**src/rtl/tia_horizontal_pkg.sv**
```systemverilog
// ---------------------------------------------------------------------------
// tia_horizontal_pkg
// Shared constants and helpers for the TIA horizontal timing section.
//   - Decode codes of the 6-bit LFSR horizontal counter.
//   - lfsr_shift: raw shift/feedback step, before the END/ERR wrap.
//   - LINE_TICKS: number of counter states visited in one line. It is
//     derived from the step function, so it always agrees with the counter.
// ---------------------------------------------------------------------------
package tia_horizontal_pkg;

  localparam logic [5:0] CNT_START = 6'b000000;  // line start, HBLANK on
  localparam logic [5:0] END       = 6'b010100;  // never held: wraps to start
  localparam logic [5:0] ERR       = 6'b111111;  // lock-up state, forced to start
  localparam logic [5:0] CNT_SHS   = 6'b011111;  // HSYNC on
  localparam logic [5:0] CNT_RHS   = 6'b110111;  // HSYNC off, burst on
  localparam logic [5:0] CNT_RCB   = 6'b111001;  // burst off
  localparam logic [5:0] CNT_RHB   = 6'b011101;  // HBLANK off (normal)
  localparam logic [5:0] CNT_LRHB  = 6'b110101;  // HBLANK off (late, after HMOVE)

  function automatic logic [5:0] lfsr_shift(input logic [5:0] count);
    return {count[4:0], ~(count[5] ^ count[4])};
  endfunction

  // Walk the counter from CNT_START until the step would produce END.
  function automatic int count_line_ticks();
    logic [5:0] c;
    int         n;
    logic       done;
    c    = CNT_START;
    n    = 0;
    done = 1'b0;
    for (int i = 0; i < 64; i++) begin
      if (!done) begin
        n    = n + 1;
        c    = lfsr_shift(c);
        done = (c == END);
      end
    end
    return n;
  endfunction

  localparam int LINE_TICKS = count_line_ticks();

endpackage

```
**src/rtl/tia_horizontal_timing_lfsr6_step.sv**
```systemverilog
// ---------------------------------------------------------------------------
// tia_lfsr6_step
// Combinational next-count for the 6-bit horizontal LFSR, including the
// end-of-line wrap: a step that would produce END, or a counter stuck in ERR,
// yields CNT_START instead.
// Ports:
//   count       in  6  current counter value
//   next_count  out 6  counter value after one tick
// ---------------------------------------------------------------------------
module tia_lfsr6_step
  import tia_horizontal_pkg::*;
(
  input  logic [5:0] count,
  output logic [5:0] next_count
);

  logic [5:0] shifted;

  always_comb begin
    shifted    = lfsr_shift(count);
    next_count = shifted;
    if ((count == ERR) || (shifted == END)) begin
      next_count = CNT_START;
    end
  end

endmodule

```
**src/rtl/tia_horizontal_timing.sv**
```systemverilog
// ---------------------------------------------------------------------------
// tia_horizontal_timing
// Horizontal line sequencer: owns the 6-bit LFSR horizontal count, decodes it
// into line timing flags and services the RSYNC / WSYNC / HMOVE strobes.
// All outputs are registered; flags change on the same clock that hcount
// takes the code that decodes them.
// Ports:
//   clk         in   1  system clock
//   reset       in   1  synchronous, active-high reset
//   tick        in   1  count enable, one cycle per horizontal phase
//   rsync       in   1  strobe: restart line on the next tick
//   wsync       in   1  strobe: hold CPU (rdy=0) until next line start
//   hmove       in   1  strobe: request late HBLANK release
//   hcount      out  6  current LFSR count
//   line_start  out  1  one-clock pulse when hcount enters 000000
//   hsync       out  1  horizontal sync
//   cburst      out  1  colour burst window
//   hblank      out  1  horizontal blank
//   rdy         out  1  CPU ready (0 = halted by WSYNC)
// Configuration:
//   TIA_HMOVE_LATE_HBLANK_EN  when defined, hmove delays the HBLANK release
//                             to CNT_LRHB for the current or next line.
//                             When undefined, hmove is ignored.
// ---------------------------------------------------------------------------
module tia_horizontal_timing
  import tia_horizontal_pkg::*;
(
  input  logic       clk,
  input  logic       reset,
  input  logic       tick,
  input  logic       rsync,
  input  logic       wsync,
  input  logic       hmove,
  output logic [5:0] hcount,
  output logic       line_start,
  output logic       hsync,
  output logic       cburst,
  output logic       hblank,
  output logic       rdy
);

  logic [5:0] step_count;
  logic [5:0] next_count;
  logic       rsync_pend;
  logic       restart;
  logic       enter_start;
  logic       late_active;

  tia_lfsr6_step u_step (
    .count      (hcount),
    .next_count (step_count)
  );

  // A strobe arriving on a tick cycle restarts on that same tick; a restart
  // that coincides with the natural wrap still enters 000000 only once.
  assign restart     = rsync | rsync_pend;
  assign next_count  = restart ? CNT_START : step_count;
  assign enter_start = tick && (next_count == CNT_START);

  always_ff @(posedge clk) begin
    if (reset) begin
      rsync_pend <= 1'b0;
    end else if (tick) begin
      rsync_pend <= 1'b0;
    end else if (rsync) begin
      rsync_pend <= 1'b1;
    end
  end

`ifdef TIA_HMOVE_LATE_HBLANK_EN
  logic late_cur;
  logic late_next;
  logic release_now;

  assign late_active = late_cur;
  // The normal release decision is taken on the tick entering CNT_RHB; an
  // hmove from that cycle on belongs to the next line.
  assign release_now = tick && (next_count == CNT_RHB);

  always_ff @(posedge clk) begin
    if (reset) begin
      late_cur  <= 1'b0;
      late_next <= 1'b0;
    end else if (enter_start) begin
      late_cur  <= late_next | hmove;
      late_next <= 1'b0;
    end else if (hmove) begin
      if (hblank && !release_now) begin
        late_cur <= 1'b1;
      end else begin
        late_next <= 1'b1;
      end
    end
  end
`else
  logic unused_hmove;

  assign late_active  = 1'b0;
  assign unused_hmove = hmove;
`endif

  always_ff @(posedge clk) begin
    if (reset) begin
      hcount     <= CNT_START;
      line_start <= 1'b0;
      hsync      <= 1'b0;
      cburst     <= 1'b0;
      hblank     <= 1'b1;
      rdy        <= 1'b1;
    end else begin
      line_start <= enter_start;

      // A new WSYNC wins over the release, so a strobe during the line-start
      // cycle holds the CPU for the whole following line.
      if (wsync) begin
        rdy <= 1'b0;
      end else if (enter_start) begin
        rdy <= 1'b1;
      end

      if (tick) begin
        hcount <= next_count;
        case (next_count)
          CNT_START: hblank <= 1'b1;
          CNT_SHS:   hsync  <= 1'b1;
          CNT_RHS: begin
            hsync  <= 1'b0;
            cburst <= 1'b1;
          end
          CNT_RCB:   cburst <= 1'b0;
          CNT_RHB: begin
            if (!late_active) begin
              hblank <= 1'b0;
            end
          end
          CNT_LRHB:  hblank <= 1'b0;
          default: ;
        endcase
      end
    end
  end

endmodule

```
**config.mk**
```make
export PLATFORM = sky130hd
export DESIGN_NAME = tia_horizontal_timing
export DESIGN_NICKNAME = d
export VERILOG_FILES = /design/src/rtl/tia_horizontal_pkg.sv /design/src/rtl/tia_horizontal_timing_lfsr6_step.sv /design/src/rtl/tia_horizontal_timing.sv
export SDC_FILE = /design/constraint.sdc
export NUM_CORES = 1
export LEC_CHECK = 0
export BUFFER_PORTS_ARGS = -buffer_cell sky130_fd_sc_hd__buf_2
export CORE_MARGIN = 8
export CORE_UTILIZATION = 44
export DETAILED_ROUTE_END_ITERATION = 12
export PLACE_DENSITY = 0.71
export SYNTH_ARGS = -nofsm -noshare
export SYNTH_HDL_FRONTEND = slang
export SYNTH_HIERARCHICAL = 1
export SYNTH_SLANG_ARGS = --single-unit
```
**constraint.sdc**
```tcl
create_clock -name clk -period 2 [get_ports clk]
set_input_delay 0 -clock clk [delete_from_list [all_inputs] [get_ports clk]]
set_output_delay 0 -clock clk [all_outputs]
set_load 0.01 [all_outputs]
```
# After elaboration in Yosys (flattened, before gate mapping)
# Index checks and enable logic that the tools add are counted.
# W data, S select, Z words.
[totals]
reg_bits = 12
inputBits = 6
wordCells = 36
[classes]
eq_ne = 7
mux = 7
bitwise_logic = 3
n_reduce_logical = 12
[op_table]
columns = ["operator", "count"]
rows = [
  ["$eq A6 B6 Y1 const B", 4],
  ["$eq A6 B5 Y1 const B", 3],
  ["$mux W6", 2],
  ["$reduce_bool A2 Y1", 4],
  ["$logic_not A6 Y1", 1],
  ["$pmux W1 S2", 3],
  ["$reduce_and A2 Y1", 3],
  ["$reduce_or A2 Y1", 2],
  ["$mux W1", 2],
  ["$logic_and A1 B1 Y1", 1],
  ["$logic_or A1 B1 Y1", 1],
  ["$not A1 Y1", 1],
  ["$or A1 B1 Y1", 1],
  ["$xor A1 B1 Y1", 1],
]

# Logic depth before layout (Yosys ltp)
[depth]
ltp_word = 10
depth_mapped = 8
mapped_depth_nobuf = 7

# By module
# Netlist, hierarchy kept.
[by_module_without_submodules]
columns = ["module", "instances", "cells_each", "area_per_inst_um2"]
rows = [
  ["tia_horizontal_timing", 1, 63, 553.0],
  ["tia_lfsr6_step", 1, 12, 87.6],
]

# Worst setup path before layout
# Ideal clock, no wire load.
[synth_path]
kind = "flip-flop to flip-flop"
startpoint = "register hcount[4]"
endpoint = "register hblank"
setup_time_ns = 0.114
arrival_ns = 1.999
required_time_ns = 1.886
path_slack_ns = -0.113
path_stages_with_launch = 8
cell_sequence = "dfxtp_1 > ha_1 > nor4b_2 > o21ai_1 > and2_1 > or2b_2 > or4_1 > a21o_1"
[synth_via]
elab_chain_cells = 10
word_cells_on_any_way = 14
cone_classes = "4 x eq/ne; 3 x mux; 2 x bitwise; 5 x reduce/logical"
[synth_lines]
columns = ["item", "line", "rtl"]
rows = [
  ["start, declared", "tia_horizontal_timing.sv:34", "output logic [5:0] hcount,"],
  ["start signal, assigned", "tia_horizontal_timing.sv:122", "hcount <= next_count;"],
  ["$xor A1 B1 Y1", "tia_horizontal_pkg.sv:21", "return {count[4:0], ~(count[5] ^ count[4])};"],
  ["$not A1 Y1", "tia_horizontal_pkg.sv:21", ""],
  ["$eq A6 B5 Y1", "tia_horizontal_timing_lfsr6_step.sv:22", "if ((count == ERR) || (shifted == END)) begin"],
  ["$logic_or A1 B1 Y1 (*)", "tia_horizontal_timing_lfsr6_step.sv:22", ""],
  ["$mux W6 (*)", "tia_horizontal_timing_lfsr6_step.sv:22", ""],
  ["named net step_count[2]", "tia_horizontal_timing.sv:42", "logic [5:0] step_count;"],
  ["$mux W6 (*)", "tia_horizontal_timing.sv:57", "assign next_count = restart ? CNT_START : step_count;"],
  ["$eq A6 B5 Y1 / $eq A6 B6 Y1 (equally long branches)", "tia_horizontal_timing.sv:123", "case (next_count)"],
  ["$reduce_or A2 Y1 (no line)", "n/a", ""],
  ["$reduce_bool A2 Y1 (no line)", "n/a", ""],
  ["$reduce_and A2 Y1 (no line)", "n/a", ""],
  ["end signal, assigned", "tia_horizontal_timing.sv:124", "CNT_START: hblank <= 1'b1;"],
  ["end signal, assigned", "tia_horizontal_timing.sv:133", "hblank <= 1'b0;"],
  ["end signal, assigned", "tia_horizontal_timing.sv:136", "CNT_LRHB: hblank <= 1'b0;"],
  ["end, declared", "tia_horizontal_timing.sv:38", "output logic hblank,"],
]
# Mark *: on every way through the listed nets, which the timed path passes. The rest lies on a longest branch.
# A chain may end at the register's enable or synchronous reset.

# Final worst setup path
# Same ends and word-level chain as after synthesis.

==> impl_metrics.csv <==
group,metric,value,unit
outcome,status,"finished with violations",
outcome,violations,"negative setup slack",
worst_setup_path,endpoint_kind,"flip-flop",
grt,grt_max_degree,14,
grt,grt_pass1_vias,580,
power,netSwitchingPower,0.1095,mW
sta,finalSetupViolCount,1,
power,finalPower,0.4492,mW
power,pwr-share-clk,34.7,%
sta,clock_skew,7.226,ps
power,ir_worst_vdd,0.0003217,V
clock_tree,clk_pin_slew_worst_paths,80,ps
synthesis,synth_fp_nets,82,
synthesis,yosysTopAreaCell,"dfxtp_1",
worst_setup_path,slowest_delay,400,ps
cells_and_area,final_layout_size_suffix_gt1_share,37.76,%
power,power-per-cell-area,532.6,mW/mm²
routing,vias_per_cell,5.735,
synthesis,async_flop_share,0,%
sta,tns,-50.95,ps
clock_tree,clock_latency,270,ps
power,seq_power_share,54.8,%
synthesis,ys_ff_latch,12,
sta,period_share,102.5,%
synthesis,ys_seq_area_share,37.50,%
sta,slew_headroom,79.35,%
clock_tree,cts_buffers,3,
cells_and_area,multiInputGateArea,404.1,µm²
die,die_area,0.002933,mm²
grt,gr-total-overflow,0,
synthesis,synth_ff_type,"dfxtp_1",
die,start_util,48.03,%
worst_setup_path,slowest_stage,"or4_1",
grt,antenna_found_initial,0,
clock_tree,cts_max_path_buffers,2,
synthesis,syn_inst,75,
synthesis,netlist.area_leader.share,37.50,%
flow_run,cap_viol_max_count,0,
cells_and_area,regArea,245.2,µm²
sta,fmaxAchievable,487.6,MHz
place,dpl.cell_count,107,
power,leakagePower,0.3611,nW
clock_tree,cts.sinks,12,
synthesis,synth_edf_count,0,
cells_and_area,stdcell_area,843.3,µm²
cells_and_area,finalNonFillerCells,113,
worst_setup_path,crit_type,"reg -> reg",
place,dpl_cell_area,777.0,µm²
worst_setup_path,crit_fanout,2,
cells_and_area,diodes,0,
routing,vias,648,
grt,grt_pass1_wl,2622,µm
min_path,hp-class,"in -> reg",
sta,slew_viol_final,0,
clock_tree,tritoncts,"done",
die,io_pins,17,
worst_setup_path,required,2160,ps
clock_tree,h-tree-depth,1,
cells_and_area,areaGrowthSynthToFinish,31.64,%
synthesis,ys_types,32,
die,core-area,0.001334,mm²
sta,period_minus_slack,2051,ps
power,swShare,24.37,%
clock_tree,root_buffer,"clkbuf_4",
power,comb_power_share,10.5,%
sta,rsz0062_at_grt,"true",
sta,hold_ws,28.12,ps
sta,finalWorstSetupSlack,-50.95,ps
worst_setup_path,arrival,2210,ps
synthesis,syn_area,640.6,µm²
synthesis,synth_area_leaders,"dfxtp_1 38%, a2bb2oi_1 5.5%, nor2_1 5.3%, and2_1 4.9%, nand2_1 3.5%",
routing,ant_nets,0,
synthesis,ys_warn_count,6,
cells_and_area,layout.nets,106,
sta,hold_viol_final,0,
die,fp.dieH,54.16,µm
die,die_w,54.16,µm
place,io_buffer_count,15,
routing,dr.pass1.iters,4,
worst_setup_path,cp-start-kind,"flip-flop",
sta,tightest_slew,307.2,ps
place,dp_hpwl,1238,µm
routing,wl_per_cell,15.12,µm
power,p_int,0.3397,mW
worst_setup_path,crit_chain,"ha_4, nor4b_4, o21ai_1, and2_4, or2b_4, or4_1, a21o_1",
grt,track_usage,12.51,%
die,rows,13,
synthesis,syn_area_per_cell,8.542,µm²
routing,drc,0,
routing,drt_iter0_markers,14,
cells_and_area,fill_cells,125,
place,place.gp.congestion,0.8348,
routing,routed_wl,1708,µm
-- power by group through the flow --
stage | clock [mW] | combinational, mW | sequential, mW
after global placement | 0 | 0.0435 | 0.251
final | 0.156 | 0.0473 | 0.246
after global routing | 0.178 | 0.0515 | 0.247
after detailed placement | 0 | 0.0440 | 0.251
after CTS | 0.163 | 0.0464 | 0.246
after floorplan | 0 | 0.0278 | 0.253
-- kinds of logic after synthesis --
group	share of synthesized area (%)
AND/OR/NAND/NOR	33.98
AO/OA/AOI/OAI	18.36
flip-flops	37.50
buffers and inverters	5.273
XOR/XNOR	1.367
multiplexers	1.563
adder cells (fa/ha/maj)	1.953
-- cells in the final DEF, fill, tap and decap left out, types with 2 or more instances in the layout --
| cell | Yosys | routed |
|---|---|---|
| buf_2 | 0 | 15 |
| buf_4 | 0 | 7 |
| o31ai_1 | 2 | 2 |
| nor2_1 | 9 | 9 |
| nor3_1 | 3 | 3 |
| inv_1 | 3 | 3 |
| clkbuf_4 | 0 | 3 |
| a2bb2oi_1 | 4 | 4 |
| and2_1 | 5 | 4 |
| nand3_1 | 2 | 2 |
| dfxtp_1 | 12 | 10 |
| a21oi_1 | 4 | 4 |
| nand2_1 | 6 | 6 |
-- final cells by class --
type / count / share of cell area, %
clock buffers: 4 / 3.116
inverters: 3 / 1.335
flip-flops and latches: 12 / 29.08
multi-input cells: 56 / 47.92
well taps: 15 / 2.226
repair buffers: 23 / 16.32
-- cell usage after synthesis, types with 2 or more instances --
cell       instances
dfxtp_1           12
nor2_1             9
nand2_1            6
and2_1             5
a21oi_1            4
a2bb2oi_1          4
clkbuf_1           3
inv_1              3
nor3_1             3
nand3_1            2
nor3b_1            2
o31ai_1            2
-- routing by layer --
| layer | vias to the layer above | share of wire [%] | global-route usage [%] | routed length (µm) |
|---|---|---|---|---|
| met3 | 4 | 9.5 | 6.061 | 163 |
| met2 | 25 | 45 | 19.47 | 768 |
| met5 | - | 0 | 0 | 0 |
| met4 | 0 | 1.3 | 8.197 | 23 |
| met1 | 300 | 44 | 13.16 | 753 |
| li1 | 319 | - | - | - |
-- stage by stage --
step                setup slack, ps  utilization, %
finish                       -50.95           63.23
global route                 -47.66           63.23
CTS                           7.062           61.73
detailed placement           -61.68           58.26
global placement              10.76           58.26
floorplan                     5.682               -
-- state kept, by name, summed over array words and instances, names as in the netlist --
name and cells:
cburst 1, hblank 1, hcount 6, hsync 1, line_start 1, rdy 1
rsync_pend 1
-- timing repair --
action	4_1_cts	5_1_grt
pin swaps	3	2
endpoints found under the setup margin	1	4
buffers inserted	1	0
hold buffers	1	0
endpoints found under the hold margin	1	0
resized for setup	1	3
-- final timing paths --
check / startpoint / to / slack, ps / depth (start not counted)
worst max-delay path: hcount[4] / hblank / -50 / 7
worst min-delay path: rsync / rsync_pend / 30 / 3
worst max register to register: hcount[4] / hblank / -50 / 7
worst min register to register: rdy / rdy / 460 / 2
-- critical path: cells and delay by family (launching register included) --
family	cells	cell delay, ps
flops	1	360
fa+ha+maj	1	240
simple gates	4	960
compound gates	2	370
Note: power is estimated with default switching activity, not from simulation.
